## src/rtl/serial_pattern_tx.sv

```systemverilog
// Serial pattern transmitter: sends PAT MSB-first a latched number of times,
// separated by a latched run of zero gap bits. All outputs are registered.
module serial_pattern_tx #(
   parameter int unsigned       PAT_W = 4,
   parameter logic [PAT_W-1:0]  PAT   = 4'b1011,
   parameter int unsigned       CNT_W = 8,
   parameter int unsigned       GAP_W = 4
) (
   input  logic             clk,
   input  logic             reset,
   input  logic             start,
   input  logic [CNT_W-1:0] count,
   input  logic [GAP_W-1:0] gap,
   input  logic             abort,
   output logic             x,
   output logic             x_valid,
   output logic             busy,
   output logic             done,
   output logic [CNT_W-1:0] sent_cnt
);

   localparam int unsigned      IDX_W   = (PAT_W > 1) ? $clog2(PAT_W) : 1;
   localparam logic [IDX_W-1:0] IDX_TOP = IDX_W'(PAT_W - 1);

   typedef enum logic [1:0] {
      StIdle,
      StSend,
      StGap
   } state_e;

   state_e           state_q, state_d;
   logic [IDX_W-1:0] idx_q, idx_d;
   logic [IDX_W-1:0] idx_dec;
   logic [CNT_W-1:0] rem_q, rem_d;
   logic [GAP_W-1:0] gap_len_q, gap_len_d;
   logic [GAP_W-1:0] gap_cnt_q, gap_cnt_d;
   logic [CNT_W-1:0] sent_q, sent_d;
   logic             x_q, x_d;
   logic             x_valid_q, x_valid_d;
   logic             busy_q, busy_d;
   logic             done_q, done_d;

   assign idx_dec = idx_q - IDX_W'(1);

   // rem_q counts repetitions still owed, including the one on the line.
   always_comb begin
      state_d   = state_q;
      idx_d     = idx_q;
      rem_d     = rem_q;
      gap_len_d = gap_len_q;
      gap_cnt_d = gap_cnt_q;
      sent_d    = sent_q;
      x_d       = 1'b0;
      x_valid_d = 1'b0;
      busy_d    = 1'b0;
      done_d    = 1'b0;

      unique case (state_q)
         StIdle: begin
            if (start && !abort) begin
               sent_d = '0;
               if (count != '0) begin
                  state_d   = StSend;
                  idx_d     = IDX_TOP;
                  rem_d     = count;
                  gap_len_d = gap;
                  x_d       = PAT[PAT_W-1];
                  x_valid_d = 1'b1;
                  busy_d    = 1'b1;
               end else begin
                  done_d = 1'b1;
               end
            end
         end

         StSend: begin
            x_valid_d = 1'b1;
            busy_d    = 1'b1;
            if (idx_q == '0) begin
               sent_d = sent_q + CNT_W'(1);
               rem_d  = rem_q - CNT_W'(1);
               if (rem_q == CNT_W'(1)) begin
                  state_d   = StIdle;
                  x_valid_d = 1'b0;
                  busy_d    = 1'b0;
                  done_d    = 1'b1;
               end else if (gap_len_q != '0) begin
                  state_d   = StGap;
                  gap_cnt_d = gap_len_q;
               end else begin
                  idx_d = IDX_TOP;
                  x_d   = PAT[PAT_W-1];
               end
            end else begin
               idx_d = idx_dec;
               x_d   = PAT[idx_dec];
            end
         end

         StGap: begin
            x_valid_d = 1'b1;
            busy_d    = 1'b1;
            if (gap_cnt_q == GAP_W'(1)) begin
               state_d = StSend;
               idx_d   = IDX_TOP;
               x_d     = PAT[PAT_W-1];
            end else begin
               gap_cnt_d = gap_cnt_q - GAP_W'(1);
            end
         end

         default: begin
            state_d = StIdle;
         end
      endcase

      // A pattern whose last bit completes on the abort edge still counts.
      if (abort && (state_q != StIdle)) begin
         state_d   = StIdle;
         x_d       = 1'b0;
         x_valid_d = 1'b0;
         busy_d    = 1'b0;
         done_d    = 1'b0;
      end
   end

   always_ff @(posedge clk or negedge reset) begin
      if (!reset) begin
         state_q   <= StIdle;
         idx_q     <= '0;
         rem_q     <= '0;
         gap_len_q <= '0;
         gap_cnt_q <= '0;
         sent_q    <= '0;
         x_q       <= 1'b0;
         x_valid_q <= 1'b0;
         busy_q    <= 1'b0;
         done_q    <= 1'b0;
      end else begin
         state_q   <= state_d;
         idx_q     <= idx_d;
         rem_q     <= rem_d;
         gap_len_q <= gap_len_d;
         gap_cnt_q <= gap_cnt_d;
         sent_q    <= sent_d;
         x_q       <= x_d;
         x_valid_q <= x_valid_d;
         busy_q    <= busy_d;
         done_q    <= done_d;
      end
   end

   assign x        = x_q;
   assign x_valid  = x_valid_q;
   assign busy     = busy_q;
   assign done     = done_q;
   assign sent_cnt = sent_q;

`ifndef SYNTHESIS
   a_x_quiet : assert property (@(posedge clk) disable iff (!reset) !x_valid |-> !x);
   a_done_idle : assert property (@(posedge clk) disable iff (!reset) done |-> !busy);
   a_busy_valid : assert property (@(posedge clk) disable iff (!reset) busy == x_valid);
`endif

endmodule

```

## config.mk

```make
export PLATFORM = sky130hd
export DESIGN_NAME = serial_pattern_tx
export DESIGN_NICKNAME = d
export VERILOG_FILES = /design/src/rtl/serial_pattern_tx.sv
export SDC_FILE = /design/constraint.sdc
export NUM_CORES = 1
export LEC_CHECK = 0
export ABC_AREA = 1
export BUFFER_PORTS_ARGS = -buffer_cell sky130_fd_sc_hd__buf_4
export CAP_MARGIN = 10
export CORE_MARGIN = 3
export CORE_UTILIZATION = 60
export DETAILED_ROUTE_END_ITERATION = 8
export PLACE_DENSITY = 0.88
export SLEW_MARGIN = 5
export SYNTH_ARGS = -nofsm -noshare
export SYNTH_HDL_FRONTEND = slang
export SYNTH_SLANG_ARGS = --single-unit
```

## constraint.sdc

```tcl
create_clock -name clk -period 3.1 [get_ports clk]
set_clock_uncertainty 0.1 [all_clocks]
set_input_delay 0.62 -clock clk [delete_from_list [all_inputs] [get_ports clk]]
set_output_delay 0.62 -clock clk [all_outputs]
set_load 0.1 [all_outputs]
```

==> out/summary.md, run 1 <==
The minimum clock period after layout was 1.81 ns; the net load switching power was 1.11 mW. The number of clock sinks is 31, and the maximum fanout along the worst path is 12. The area growth from synthesis to layout came out at 13.6%. The worst-case IR drop observed on VDD is 0.404 mV. The ratio of cells with drive above 1 in the final layout is 0.208, and the clock slew at the register clock pins of the worst setup and hold paths is 0.10 ns. Worst min-delay path class: input pin to asynchronous set/reset pin. Static timing analysis puts the maximum clock frequency at 554 MHz. The switching share of power is 0.523. The total inserted antenna cells is 0, and the final weighted congestion in routability-driven placement is 0.861.

During I/O placement, the number of pins put on the boundary was 28. Source of the worst register-to-register timing path: idx_q[0]$_DFFE_PN0P_. By area, the combinational part of the netlist is dominated by simple AND/OR/NAND/NOR gates. The fraction of power consumed by the clock network was 0.114; the core area was 3150 um^2. Detailed placement finished with a half-perimeter wire length of 3.12 mm.

The average cell area after synthesis was 7.35 um^2. The largest area contributor in the netlist was dfrtp_1. From bottom edge to top edge, the die measures 64.3 um.

The cell with the most instances after synthesis was nand2_1. For the final routed database, the setup TNS stands at 0 ns. The most used flip-flop cell after synthesis is dfrtp_1. The max-capacitance violation count is 0. The die covers 4130 um^2. The adder-cell area share of the yosys netlist works out to 0.0430.

The run gives 0 as the initial antenna violation count. Clock latency on the worst-skew pair, taken at its later pin, is 0.33 ns. The number of cells produced by synthesis is 277, and the utilization after layout is 0.734. After the first detailed-routing iteration, the DRC count stood at 121. Relative contribution of sequential cells to total power: 0.313. For the leakage power, the log shows 1.18 nW. At the pin with the least slew margin, the transition time is 0.399 ns. The number of setup buffers added after CTS is 0.

The logs give 0.381 for the fraction of the yosys area taken by sequential cells and 2 for the maximum buffer depth of the clock tree. The number of cells on the worst reg-to-reg path is 9. In this run the power density over the cells is 917 nW/um^2. The worst setup path is launched from a register. The async set-or-reset flop fraction in the synthesized netlist works out to 1.00.

In this run, CTS created clock tree buffers numbering 5. The share of synthesized cell area in and, or, nand and nor gates was 0.352; the mean routed wirelength per cell was 11.8 um. The tree is rooted in a clkbuf_4.

The logs give 20 for the number of placement rows and 330 for the number of nets at the end of the flow. The via count is 1,827. The tools report the aggregate global-route resource usage as 0.223.

Sorting the synthesized cells by area gives the leading types as dfrtp_1, nand2_1, nand3_1. Setup slack on the critical path of the routed design comes to 1.29 ns. The final hold violation count came out at 0.

The global route total overflow came out at 0. Count of endpoints failing setup in the final report: 0. The internal portion of the total power is 1.01 mW. Gates resized during post-CTS repair numbered 0.

The total of warnings raised by yosys is 0, and the multiplexer share of the synthesized area is 0. The run gives 2 as the number of H-tree levels. The count of buffers added on input and output ports is 27. The headroom to the max-slew limit was 0.731.

Setup repair after global routing left no endpoint under its margin. The global-route wire length before repair was 7.22 mm. The tools report the worst reg2reg path endpoint as rem_q[3]$_DFFE_PN0P_. The die boundary width is 64.3 um, and the number of enable flip-flop cells after synthesis is 0.

In the routed layout, each cell is associated on average with a via count of 5.21. The complex-gate fraction of the synthesized area was 0.115; the register bit total from synthesis was 31. For the total wire length, the log shows 4.13 mm. Sorting the synthesized cells by how often they occur yields nand2_1, dfrtp_1, inv_1, nand3_1, nor2_1. For the post-synthesis cell type count, the log shows 29. The pre-antenna-repair detailed-routing pass consisted of 4 iterations.

The via count of the first global-routing pass is 1,702, and the data arrival time at the worst-slack endpoint is 1.93 ns. The worst setup path is captured at a register. The max-slew violation count was 0. The tools report the worst endpoint required time as 3.22 ns. Share of the synthesized netlist area taken by xor and xnor gates: 0.0129. The tools report the post-synthesis instance area as 2040 um^2.

Worst setup timing slack at the placement stage: 1.09 ns. The part of the cycle the worst path needs was 0.583. The combinational share of power was 0.573; the proportion of netlist area held by the largest area contributor was 0.381. Setup slack on the worst reg-to-reg path comes out at 1.29 ns. The hold buffer count at cts came out at 0.

The run finished with clean final reports. The path type of the worst setup path was register to register. The maximum number of pins on one net before global-route repair is 32, and the post-detailed-route count of antenna-violating nets is 0. The tools report the number of nets in the synthesized netlist as 300. In the routed design, unresolved DRC markers number 0.

TritonCTS built the clock tree. Initial core utilization: 0.646.
power by group through the flow:
stage | combinational, mW | clock (mW) | sequential, mW
final | 1.21 | 0.242 | 0.665
after global routing | 1.36 | 0.267 | 0.689
after CTS | 1.22 | 0.248 | 0.664
after detailed placement | 1.21 | 0 | 0.670
after global placement | 1.18 | 0 | 0.670
after floorplan | 0.837 | 0 | 0.823
stage by stage:
| stage | power, mW | hold slack, ns | cells | cell area, um^2 |
|---|---|---|---|---|
| after floorplan | 1.66 | 0.224 | 277 | 2040 |
| after global placement | 1.85 | 0.364 | 344 | 2260 |
| after detailed placement | 1.88 | 0.366 | 344 | 2260 |
| after CTS | 2.13 | 0.102 | 351 | 2310 |
| after global routing | 2.32 | 0.0991 | 351 | 2310 |
| final | 2.12 | 0.0980 | 351 | 2310 |
registers in the layout (all words and copies together), names as in the netlist:
name and flops:
state_q 2, gap_cnt_q 4, busy 1, done 1
gap_len_q 4, sent_cnt 8, rem_q 8, idx_q 2
x 1
kinds of logic (layout without fill, tap and decap cells):
kind of cell             Yosys count  in the layout
adder cells (fa/ha/maj)            7              7
AO/OA/AOI/OAI                     40             40
XOR/XNOR                           3              3
flip-flops                        31             31
buffers and inverters             45             75
AND/OR/NAND/NOR                  151            151
cell usage in the layout (no fill, tap or decap), types with 3 or more instances in the layout:
cell type,instances
nor2_4,5
a21oi_1,7
xnor2_1,3
inv_2,8
o21ai_2,3
clkbuf_4,5
ha_1,7
nor2_1,27
buf_4,27
inv_1,31
dfrtp_1,31
nand2_1,76
nand3_1,27
o21ai_0,23
nand4_1,5
how the worst max path moves through the flow:
stage / from / end / slack, ns / cells past startpoint
after floorplan: busy$_DFF_PN0_ / x_valid / 1.06 / 1
after global placement: abort / rem_q[3]$_DFFE_PN0P_ / 1.16 / 9
after detailed placement: abort / rem_q[3]$_DFFE_PN0P_ / 1.09 / 9
after CTS: idx_q[0]$_DFFE_PN0P_ / rem_q[3]$_DFFE_PN0P_ / 1.27 / 9
after global routing: idx_q[0]$_DFFE_PN0P_ / rem_q[3]$_DFFE_PN0P_ / 1.15 / 9
final: idx_q[0]$_DFFE_PN0P_ / rem_q[3]$_DFFE_PN0P_ / 1.29 / 9
critical path, cell delays in order (launching register included):
cell	delay, ns
dfrtp_1	0.43
inv_1	0.07
ha_1	0.31
inv_2	0.11
nor2_8	0.16
inv_2	0.05
nand2_2	0.19
inv_2	0.10
a21oi_1	0.12
nor2_1	0.05
area by class of cell:
type	instances	area, um^2
timing repair buffer	27	203
multi-input combinational	201	1060
clock buffer	6	51.3
fill	258	840
sequential	31	776
clock inverter	1	5.00
inverter	41	159
tap	44	55.1
routing by layer:
| metal | GRT usage | wire, um | part of all wire | vias to the layer above |
|---|---|---|---|---|
| met5 | 0 | 0 | 0 | - |
| met4 | 0.0950 | 75 | 0.018 | 0 |
| met3 | 0.0545 | 206 | 0.050 | 9 |
| met2 | 0.357 | 1910 | 0.46 | 47 |
| met1 | 0.287 | 1930 | 0.47 | 820 |
| li1 | - | - | - | 951 |
Power figures use the tool's default switching activity.
==> inputs of run 2 (changes only) <==
Settings changed: CORE_UTILIZATION 60 to 52, PLACE_DENSITY 0.88 to 0.81.
Clock period 3.1 ns to 1.55 ns, I/O delays scaled along.
==> out/summary.md, run 2 (synthesized netlist as in run 1, its figures left out) <==
The total inserted antenna cells was 0 (unchanged). The power density of the placed cells is 1900 nW/um^2 (+110%). The global routing met3 resource utilization is 0.0665 (+0.0120). The aggregate global-route resource usage is 0.227 (+0.00425).

For the global route total overflow, the log shows 0 (unchanged). Among cell families on the critical path, the largest total delay comes from simple AND/OR/NAND/NOR gates. For the maximum buffer depth of the clock tree, the log shows 2 (unchanged). The tools report the summed area of non-filler cells in the final layout as 2640 um^2 (+14%).

Worst endpoint required time: 1.67 ns (-1.55 ns). The most common cell after layout, fill and taps aside was nand2_1. The worst setup path is of the register to register kind.

Final hold violation count: 0 (unchanged). Count of endpoints failing setup in the final report: 0 (unchanged). The tools report the number of placement rows as 22 (+10%). The number of remaining DRC errors was 0 (unchanged). The data arrival time at the worst-slack endpoint was 1.63 ns (-0.30 ns). The maximum number of pins on one net before global-route repair was 32 (unchanged). Final weighted congestion in routability-driven placement: 0.929 (+7.9%).

The run gives 0.879 mV (+120%) as the maximum vdd drop. Post-place instance area: 2360 um^2 (+4.7%). For the max-slew violation count, the log shows 0 (unchanged). Max-capacitance violation count: 0 (unchanged). The ratio of cells with drive above 1 in the final layout was 0.343 (+0.135); the total negative setup slack was 0 ns (unchanged). The ratio of routed vias to standard cells is 5.33 (+2.5%).

The logs give 4 (unchanged) for the number of iterations in the first detailed-routing pass and 0 (unchanged) for the initial antenna violation count. The tools report the post-detailed-route count of antenna-violating nets as 0 (unchanged). The floorplan die area is 4700 um^2 (+14%). For the count of boundary I/O pins, the log shows 28 (unchanged).

The maximum fanout along the worst path was 4 (-8). Utilization after layout: 0.710 (-0.0236). The endpoint identified for the worst register-to-register timing path is rem_q[6]$_DFFE_PN0P_. The die boundary width was 68.6 um (+6.7%). The run gives 7.94 mm (+10%) as the global-route wire length before repair. Minimum clock period after layout: 1.51 ns (-0.299 ns). The mean routed wirelength per cell was 13.3 um (+13%).

The tools report the kind of capture point of the worst setup path as a register. The number of cell instances on the worst register-to-register path is 8 (-1). The later-pin clock latency in the skew report is 0.29 ns (-0.04 ns). The logic depth of the worst path, buffers included came out at 8 (-1). The critical path capture point was rem_q[6]$_DFFE_PN0P_.

For the count of routing violations after the opening detailed-route iteration, the log shows 235 (+94%). STA classifies the critical path startpoint as a register. For the headroom to the max-slew limit, the log shows 0.732 (+0.00118). The area growth from synthesis to layout is 29.5%. Source of the worst register-to-register timing path: state_q[1]$_DFFE_PN0P_. The slowest stage cell on the critical path is dfrtp_1.

Setup repair after global routing could not meet its margin everywhere. The clock slew at the register clock pins of the worst setup and hold paths is 0.07 ns (-0.03 ns). The logs give 351 (+6.4%) for the number of nets at the end of the flow and 3.46 mm (+11%) for the post-DP HPWL. For the via count, the log shows 2,011 (+10%).

The delay of the slowest cell on the worst path was 0.43 ns (about the same); the number of clock sinks was 31 (unchanged). The initial core utilization was 0.548 (-0.0979). The part of the cycle the worst path needs is 0.972 (+0.390). The total wire length was 5.02 mm (+22%). The logs give 2 (unchanged) for the number of H-tree levels and 0.294 (+0.00725) for the fraction of met1 tracks used by global routing. Tracing the worst setup path back leads to its startpoint at state_q[1]$_DFFE_PN0P_. After global routing, the most crowded layer is met2. The critical path goes through inv_4, nand2_4, nor2_4, o21ai_2, nand2_2, buf_6, o211ai_2, nand2_1.

For the core area, the log shows 3720 um^2 (+18%). For the highest clock frequency the design can meet, the log shows 664 MHz (+20%). The slew at the pin closest to its max-slew limit was 0.401 ns (+0.00244 ns); the overall power after layout was 5.01 mW (+140%).

The number of buffers created by CTS was 5 (unchanged); the hold path depth was 3. The flow ran to the end, and the final reports show no timing, DRC or antenna violations. The tools report the met2 capacity usage during global routing as 0.361 (+0.00419).

The worst hold path belongs to the class input pin to register. The register-to-register setup slack was 0.04 ns (-1.25 ns). The library cells used most frequently in the layout, excluding fill and tap cells, are nand2_1, buf_4, inv_1. The count of port buffers added during placement was 27 (unchanged); the die height was 68.6 um (+6.7%). The tools report the buffer type at the clock tree root as clkbuf_8.

TritonCTS built the clock tree. The count of buffering cells on the critical path with inverters included works out to 2 (-2). The run gives 1.29 nW (+9.4%) as the leakage power. For the via count of the first global-routing pass, the log shows 1,812 (+6.5%).
## run 2: changes by cell type in the layout (fill, tap and decap cells not counted), sizes merged
cell	before	now
buf	27	46
clkbuf	6	8
clkinv	1	0
dlygate4sd3	0	1
nor2	36	37
## run 2: repair_timing
action                     CTS  global route
hold endpoints to repair    31             0
pin swaps                    2             8
cloned                       0             1
buffers inserted             1             6
gates resized for setup      5            36
hold buffers                 1             0
setup endpoints to repair    4            25
## run 2: stage by stage
| step | hold slack [ns] | instances | setup slack [ns] |
|---|---|---|---|
| final | 0.124 | 377 | 0.0429 |
| after global routing | 0.153 | 377 | -0.0520 |
| after CTS | 0.119 | 370 | 0.00214 |
| after detailed placement | 0.172 | 360 | -0.00608 |
| after global placement | 0.169 | 360 | 0.0288 |
| after floorplan | -0.0856 | 277 | -0.109 |
## run 2: worst min-delay path by stage
stage                     startpoint                  endpoint  slack (ns)
after floorplan                reset            busy$_DFF_PN0_       -0.09
after global placement         reset  gap_len_q[2]$_DFFE_PN0N_        0.17
after detailed placement       reset  gap_cnt_q[2]$_DFFE_PN0P_        0.17
after CTS                     gap[1]  gap_len_q[1]$_DFFE_PN0N_        0.12
after global routing          gap[1]  gap_len_q[1]$_DFFE_PN0N_        0.15
final                         gap[1]  gap_len_q[1]$_DFFE_PN0N_        0.12
## run 2: area by class of cell
cell class                 instances  area (um^2)
tap                               48         60.1
timing repair buffer              47          367
clock buffer                       8         80.1
sequential                        31          787
multi-input combinational        202         1180
inverter                          41          164
fill                             291         1080
## run 2: worst register-to-register path: stages (launching register included)
cell and delay [ns]:
dfrtp_1 0.43, inv_4 0.12, nand2_4 0.07, nor2_4 0.20, o21ai_2 0.10, nand2_2 0.14, buf_6 0.13, o211ai_2 0.08
nand2_1 0.06
## run 2: metal layers
| metal | share of wire | routed length (um) | vias to the layer above |
|---|---|---|---|
| li1 | - | - | 997 |
| met1 | 0.43 | 2130 | 928 |
| met2 | 0.50 | 2500 | 73 |
| met3 | 0.056 | 283 | 13 |
| met4 | 0.020 | 100 | 0 |
| met5 | 0 | 0 | - |
## run 2: power breakdown
part / switching (mW) / internal, mW
registers: 0.251 / 1.12
logic: 1.99 / 1.03
clock network: 0.310 / 0.319
total: 2.55 / 2.46
==> inputs of run 3 (changes only) <==
Settings changed: CELL_PAD_IN_SITES_DETAIL_PLACEMENT set to 1, CELL_PAD_IN_SITES_GLOBAL_PLACEMENT set to 1, CORE_UTILIZATION 52 to 45, PLACE_DENSITY 0.81 to 0.9.
Clock period 1.55 ns to 1.85 ns, I/O delays scaled along.
==> out/summary.md, run 3 (synthesized netlist as in run 1, its figures left out) <==
The floorplan die area was 5370 um^2 (+14%); the power density of the placed cells was 1620 nW/um^2 (-15%). For the number of post-CTS setup repair buffers, the log shows 0 (-1). The leakage power came out at 1.22 nW (-5.2%). The critical path is of the register to register type. The root buffer cell chosen for the clock tree is clkbuf_8. The number of nets at the end of the flow is 336 (-4.3%), and the number of placement rows is 23 (+4.5%).

The run gives 0.192 ns (+0.0681 ns) as the hold slack. The run gives 3.90 mW (-22%) as the overall power after layout. Post-place instance area: 2300 um^2 (-2.4%).

The total negative setup slack came out at 0 ns (unchanged). The minimum clock period after layout is 1.65 ns (+0.141 ns), and the worst endpoint required time is 1.93 ns (+0.26 ns). The total wire length came out at 5.33 mm (+6.1%).

Later-pin clock latency in the skew report: 0.29 ns (about the same). The number of buffers created by CTS is 5 (unchanged). The clock slew at the register clock pins of the worst setup and hold paths was 0.07 ns (about the same); the die height was 73.3 um (+6.8%). The delay of the slowest cell on the worst path is 0.42 ns (about the same), and the max-slew violation count is 0 (unchanged).

The instance count after placement with tap cells included was 355 (-1.4%). The final hold violation count is 0 (unchanged), and the headroom to the max-slew limit is 0.726 (-0.00666). The number of clock sinks is 31 (unchanged). The number of H-tree levels is 2 (unchanged), and the mean routed wirelength per cell is 14.6 um (+9.9%).

Most common cell after layout, fill and taps aside: nand2_1. The tools report the kind of capture point of the worst setup path as a register. The initial antenna violation count was 0 (unchanged).

The global route total overflow was 0 (unchanged); the slew at the pin closest to its max-slew limit was 0.411 ns (+0.00999 ns). The logs give 364 (-3.4%) for the final standard cell count with taps included and fillers excluded and 9.40 mm (+18%) for the global-route wire length before repair. The max-capacitance violation count is 0 (unchanged). The maximum fanout along the worst path is 12 (+8), and the area growth from synthesis to layout is 18.6%. The run gives 0.488 (-0.0600) as the initial core utilization.

Traced cell by cell, the critical path runs through inv_1, ha_1, inv_2, nor2_8, inv_2, nand2_2, inv_2, a21oi_1, nor2_1. The count of port buffers added during placement came out at 27 (unchanged). The flow ran to the end, and the final reports show no timing, DRC or antenna violations. TritonCTS built the clock tree. The core area is 4170 um^2 (+12%). The kind of cell with the highest combined delay along the critical path is flip-flops. Leaving out fill and tap cells, the most frequent cells in the layout are nand2_1, buf_4, inv_1. For the via count of the first global-routing pass, the log shows 2,034 (+12%). Setup repair after global routing left no endpoint under its margin. The via count is 1,901 (-5.5%). The worst min-delay path class is input pin to register. The tools report the maximum vdd drop as 0.804 mV (-8.6%). The aggregate global-route resource usage came out at 0.228 (+0.000561). The largest individual stage delay along the critical path comes from the cell dfrtp_1. The highest clock frequency the design can meet was 607 MHz (-8.6%).

The summed area of non-filler cells in the final layout was 2410 um^2 (-8.5%). Part of the cycle the worst path needs: 0.891 (-0.0812). Count of buffering cells on the critical path with inverters included: 4 (+2). The total inserted antenna cells was 0 (unchanged); the ratio of cells with drive above 1 in the final layout was 0.226 (-0.117). For the count of endpoints failing setup in the final report, the log shows 0 (unchanged).

Post-DP HPWL: 4.14 mm (+20%). The die boundary width is 73.3 um (+6.8%). The data arrival time at the worst-slack endpoint is 1.73 ns (+0.10 ns).

The launching element type of the critical path is a register. For the number of iterations in the first detailed-routing pass, the log shows 4 (unchanged). For the count of boundary I/O pins, the log shows 28 (unchanged). Counting stages on the worst path, the most repeated cell is inv_2. The post-detailed-route count of antenna-violating nets is 0 (unchanged), and the number of remaining DRC errors is 0 (unchanged). The maximum buffer depth of the clock tree is 2 (unchanged). The count of routing violations after the opening detailed-route iteration was 61 (-74%); the ratio of routed vias to standard cells was 5.22 (-2.1%). The maximum number of pins on one net before global-route repair was 32 (unchanged); the final weighted congestion in routability-driven placement was 0.873 (-6.0%).
[run 3: cell count changes in the layout (fill, tap and decap cells not counted), sizes merged]
cell	previous run	this run
buf	46	32
nor2	37	36
[run 3: power by group]
part / leakage (nW) / internal [mW] / switching, mW
logic: 0.777 / 0.643 / 1.52
clock network: 0.0515 / 0.339 / 0.259
registers: 0.394 / 0.930 / 0.210
[run 3: through the flow]
stage	util	setup slack [ns]
final	0.579	0.201
after global routing	0.579	0.0235
after CTS	0.579	0.0983
after detailed placement	0.552	0.111
after global placement	0.552	0.185
after floorplan	-	0.0162
[run 3: final timing paths]
path,endpoint,from,cells past startpoint,slack (ns)
worst max-delay path,rem_q[3]$_DFFE_PN0P_,idx_q[0]$_DFFE_PN0P_,9,0.20
worst min-delay path,gap_len_q[1]$_DFFE_PN0N_,gap[1],3,0.19
worst max register to register,rem_q[3]$_DFFE_PN0P_,idx_q[0]$_DFFE_PN0P_,9,0.20
worst min register to register,gap_cnt_q[1]$_DFFE_PN0P_,gap_cnt_q[1]$_DFFE_PN0P_,2,0.38
max in group asynchronous,sent_cnt[0]$_DFFE_PN0P_,reset,2,0.87
min in group asynchronous,state_q[1]$_DFFE_PN0P_,reset,2,0.47
[run 3: worst reg2reg max path, cell delays in order (launching register included)]
cell and delay [ns]:
dfrtp_1 0.42, inv_1 0.08, ha_1 0.19, inv_2 0.07
nor2_8 0.15, inv_2 0.05, nand2_2 0.20, inv_2 0.10
a21oi_1 0.12, nor2_1 0.05
[run 3: layout make-up]
class / instances / area, um^2
clock buffer: 8 / 100
fill: 545 / 1760
inverter: 41 / 159
multi-input combinational: 201 / 1060
sequential: 31 / 778
tap: 50 / 62.6
timing repair buffer: 33 / 250
[run 3: layer usage]
layer	global-route usage	vias to the layer above	wire, um
met5	0	-	0
met4	0.0861	0	70
met3	0.0410	8	130
met2	0.380	23	2660
met1	0.293	909	2470
li1	-	961	-
[run 3: what timing repair did]
| item | CTS | global route |
|---|---|---|
| endpoints found under the setup margin | 0 | 2 |
| hold buffers | 1 | 0 |
| hold endpoints to repair | 31 | 0 |
| resized for setup | 0 | 1 |
